`src/rtl/reg_wr_arb.sv`:
```
// Round-robin write arbiter that shares one loadable register between four requesters.
// Define REG_ARB_LOCK_EN to compile in the HOLD state and per-requester burst locking.
module reg_wr_arb #(
  parameter int unsigned n = 8
) (
  input  logic           clk,
  input  logic           clr,
  input  logic [3:0]     req,
  input  logic [4*n-1:0] wdata,
  input  logic [3:0]     lock,
  output logic [3:0]     ack,
  output logic           reg_ld,
  output logic [n-1:0]   reg_din,
  output logic [1:0]     wr_id,
  output logic           busy
);

`ifdef REG_ARB_LOCK_EN
  typedef enum logic [1:0] {StIdle, StWrite, StHold} state_e;
`else
  typedef enum logic [1:0] {StIdle, StWrite} state_e;
  logic unused_lock;
  assign unused_lock = ^lock;
`endif

  state_e     state_q, state_d;
  logic [1:0] ptr_q, ptr_d;
  logic [1:0] gnt_q, gnt_d;
  logic [1:0] wr_id_q, wr_id_d;
  logic [1:0] win;
  logic [1:0] cand;
  logic       write;
  logic       write_en;

  // Walk the search order backwards so the earliest candidate (ptr+1) has the final say.
  always_comb begin
    win  = ptr_q;
    cand = ptr_q;
    for (int k = 3; k >= 0; k--) begin
      cand = ptr_q + 2'(k + 1);
      if (req[cand]) win = cand;
    end
  end

  always_comb begin
    state_d = state_q;
    ptr_d   = ptr_q;
    gnt_d   = gnt_q;
    wr_id_d = wr_id_q;
    write   = 1'b0;
    case (state_q)
      StIdle: begin
        if (|req) begin
          gnt_d   = win;
          ptr_d   = win;
          state_d = StWrite;
        end
      end
      StWrite: begin
        write   = 1'b1;
        wr_id_d = gnt_q;
`ifdef REG_ARB_LOCK_EN
        state_d = lock[gnt_q] ? StHold : StIdle;
`else
        state_d = StIdle;
`endif
      end
`ifdef REG_ARB_LOCK_EN
      StHold: begin
        if (!lock[gnt_q]) begin
          state_d = StIdle;
        end else if (req[gnt_q]) begin
          write   = 1'b1;
          wr_id_d = gnt_q;
        end
      end
`endif
      default: state_d = StIdle;
    endcase
  end

  always_ff @(posedge clk) begin
    if (clr) begin
      state_q <= StIdle;
      ptr_q   <= 2'd3;
      gnt_q   <= 2'd0;
      wr_id_q <= 2'd0;
    end else begin
      state_q <= state_d;
      ptr_q   <= ptr_d;
      gnt_q   <= gnt_d;
      wr_id_q <= wr_id_d;
    end
  end

  // A cycle with clr high must never load, even when the state says WRITE or HOLD.
  assign write_en = write & ~clr;
  assign reg_ld   = write_en;
  assign ack      = write_en ? (4'b0001 << gnt_q) : 4'b0000;
  assign reg_din  = wdata[gnt_q*n +: n];
  assign wr_id    = wr_id_q;
  assign busy     = (state_q != StIdle);

endmodule

```
`config.mk`:
```
export PLATFORM = sky130hd
export DESIGN_NAME = reg_wr_arb
export DESIGN_NICKNAME = d
export VERILOG_FILES = /design/src/rtl/reg_wr_arb.sv
export SDC_FILE = /design/constraint.sdc
export NUM_CORES = 1
export LEC_CHECK = 0
export BUFFER_PORTS_ARGS = -buffer_cell sky130_fd_sc_hd__buf_2
export CAP_MARGIN = 20
export CORE_MARGIN = 2
export CORE_UTILIZATION = 36
export DETAILED_ROUTE_END_ITERATION = 7
export GPL_ROUTABILITY_DRIVEN = 0
export PLACE_DENSITY = 0.89
export SYNTH_ARGS = -nofsm -noshare
export SYNTH_HDL_FRONTEND = slang
export SYNTH_SLANG_ARGS = --single-unit
```
`constraint.sdc`:
```
create_clock -name clk -period 2.3 [get_ports clk]
set_input_delay 0.46 -clock clk [delete_from_list [all_inputs] [get_ports clk]]
set_output_delay 0.46 -clock clk [all_outputs]
set_load 0.02 [all_outputs]
```
==> impl_metrics.toml <==
[status]
status = "finished clean"

[route]
routed.top_layer = "met4"
wl_per_cell_um = 15.7
drtIter0Drc = 17
routed_wl_mm = 2.01
drcViolationCount = 0
wl_met1_um = 734
vias = 702
ant_nets = 0
met2_length_mm = 1.15
routed_via_density = 5.48
first_pass_iters = 4
met3_length_um = 119

[cells_and_area]
area_delta_synth_final_pct = 46.5
final_util = 0.579
final_layout_size_suffix_gt1_frac = 0.607
final_cells = 128
n_fill_cell = 148
nNetsFinal = 155
diodes = 0
postLayoutCellArea_sq_um = 903

[die]
start_util = 0.396
dieWidth_um = 45.4
fp.dieH_um = 45.4
core_area_sq_um = 1560
fp.dieArea_sq_um = 2060
std_cell_rows = 14
num_io_pins = 58

[timing]
fmax_ghz = 0.462
setup_tns_ns = 0
tightest_slew_ns = 0.538
period_minus_slack_ns = 2.16
finalHoldViolations = 0
setup_viol = 0
period_share = 0.940
drv_slew = 0
fin_skew_ns = 0.00594
relSlewSlack = 0.641
rsz0062_at_grt = "false"

[synth]
synth-seq-cells = 7
syn_inst = 60
synth.distinct_cells = 28
synth_top_family_by_area = "multiplexers"
synthMuxAreaShare = 0.325
postSynthAreaPerCell_sq_um = 10.3
synth-compound-area-share = 0.132
netlist_area_sq_um = 617
yosys_warnings = 0
syn_nets = 102
yosysSeqAreaShare = 0.227
post_synth_fa_ha_maj_area_fraction = 0
synth-simple-area-share = 0.258
synth_xor_xnor_area_share = 0

[hold_path]
hp-class = "input pin to flip-flop"

[global_routing]
first_global_vias = 631
grt_start_max_net_pins = 15
grt_pass1_wl_mm = 2.85
track_usage = 0.200
grt_overflow = 0
antenna_found_initial = 0

[placed_design]
placed_area_sq_um = 877
portBuffers = 53
post-dp-hpwl_mm = 1.68
numPlacedInstances = 124

[power]
pwr_density_cell_nw_per_um2 = 545
irDropWorstVdd_mv = 0.331
power_leakage_nw = 0.444

[clocking]
clk_latency_ns = 0.26
cts_resized = 0
htreeDepth = 1
post_cts_buffers = 0
cts_sinks = 7
root_buffer = "clkbuf_4"
tritoncts = "done"
cts.hold.buffers_added = 0
clock_path_buffers = 2
clkSlewWorstSetupHoldPaths_ns = 0.05
cts_buffers = 3

[worst_setup_path]
critical-path-max-stage-delay_ns = 0.53
crit_fanout = 10
arrival_ns = 1.70
path_cells = "buf_4 > mux4_2 > buf_2"
crit_required_ns = 1.84
crit_path_start_kind = "flip-flop"
worst_path_max_delay_cell = "mux4_2"
end_kind = "output port"
setup.worst_path.class = "flip-flop to output port"

[job]
cap_viol_max_count = 0
-- state kept, by name (all words and copies together) (netlist names) --
| register | cells |
|---|---|
| gnt_q | 2 |
| state_q | 1 |
| ptr_q | 2 |
| wr_id | 2 |
-- critical path, delay by kind of cell, from the launching register on --
kind	cells	cell delay [ns]
flops	1	0.47
mux	1	0.53
buf+inv	2	0.43
-- path summary, 6_finish.rpt --
path / end / slack, ns / start / depth (start not counted)
min reg2reg: wr_id[0] / 0.51 / wr_id[0] / 2
max reg2reg: ptr_q[0] / 0.78 / ptr_q[1] / 4
min: gnt_q[1] / 0.47 / clr / 2
max: reg_din[3] / 0.14 / gnt_q[0] / 3
-- report_power, final --
part	internal (mW)	switching [mW]
registers	0.134	0.0290
clock network	0.0662	0.0458
logic	0.114	0.103
-- layout make-up --
| cell class | instances | area [sq um] | share of cell area |
|---|---|---|---|
| inverters | 1 | 3.75 | 0.00416 |
| clock buffers | 4 | 26.3 | 0.0291 |
| flip-flops and latches | 7 | 140 | 0.155 |
| well taps | 16 | 20.0 | 0.0222 |
| repair buffers | 54 | 273 | 0.302 |
| multi-input cells | 46 | 440 | 0.488 |
-- per-stage QoR --
stage          setup slack (ns)  power [mW]  hold WS (ns)
4_1_cts                   0.122       0.497         0.461
2_1_floorplan             0.162       0.307         0.549
6_report                  0.137       0.492         0.467
3_5_place_dp              0.403       0.383         0.489
5_1_grt                  0.0369       0.528         0.478
3_3_place_gp              0.460       0.371         0.471
-- placed cells by master (no fill, tap or decap), drive strengths merged --
| master | synthesis | routed |
|---|---|---|
| a211oi | 1 | 1 |
| o32a | 1 | 1 |
| and3b | 1 | 1 |
| and4b | 1 | 1 |
| or4 | 1 | 1 |
| buf | 3 | 54 |
| nor4b | 1 | 1 |
| mux4 | 8 | 8 |
| nand2b | 3 | 3 |
| a21oi | 4 | 4 |
| o211ai | 2 | 2 |
| dfxtp | 7 | 7 |
| a221oi | 1 | 1 |
| or4b | 1 | 1 |
| o21a | 1 | 1 |
| a21o | 1 | 1 |
| o21ai | 1 | 1 |
| mux2i | 2 | 2 |
| inv | 1 | 1 |
| nor2b | 1 | 1 |
| nor4bb | 2 | 2 |
| nor2 | 7 | 7 |
| and3 | 1 | 1 |
| nor3b | 1 | 1 |
| nand2 | 3 | 3 |
| clkbuf | 3 | 4 |
| nor3 | 1 | 1 |
-- logic make-up after synthesis --
family,count (synthesis)
AO/OA/AOI/OAI,12
buffers and inverters,7
flip-flops,7
multiplexers,10
AND/OR/NAND/NOR,24
-- cell usage after synthesis (all sizes together) --
library cell,count,area share
mux4,8,0.29
dfxtp,7,0.23
nor2,7,0.043
a21oi,4,0.032
buf,3,0.034
clkbuf,3,0.018
nand2,3,0.018
nand2b,3,0.030
mux2i,2,0.032
nor4bb,2,0.032
o211ai,2,0.024
a211oi,1,0.012
a21o,1,0.012
a221oi,1,0.014
and3,1,0.010
and3b,1,0.014
and4b,1,0.022
inv,1,0.0061
nor2b,1,0.010
nor3,1,0.016
nor3b,1,0.012
nor4b,1,0.014
o21a,1,0.012
o21ai,1,0.0081
o32a,1,0.016
or4,1,0.018
or4b,1,0.016
-- layer usage --
layer  global-route usage  up-vias
li1                     -      339
met1                0.208      330
met2                0.380       31
met3               0.0714        2
met4               0.0353        0
met5                    0        -
(Power assumes the default switching activity.)
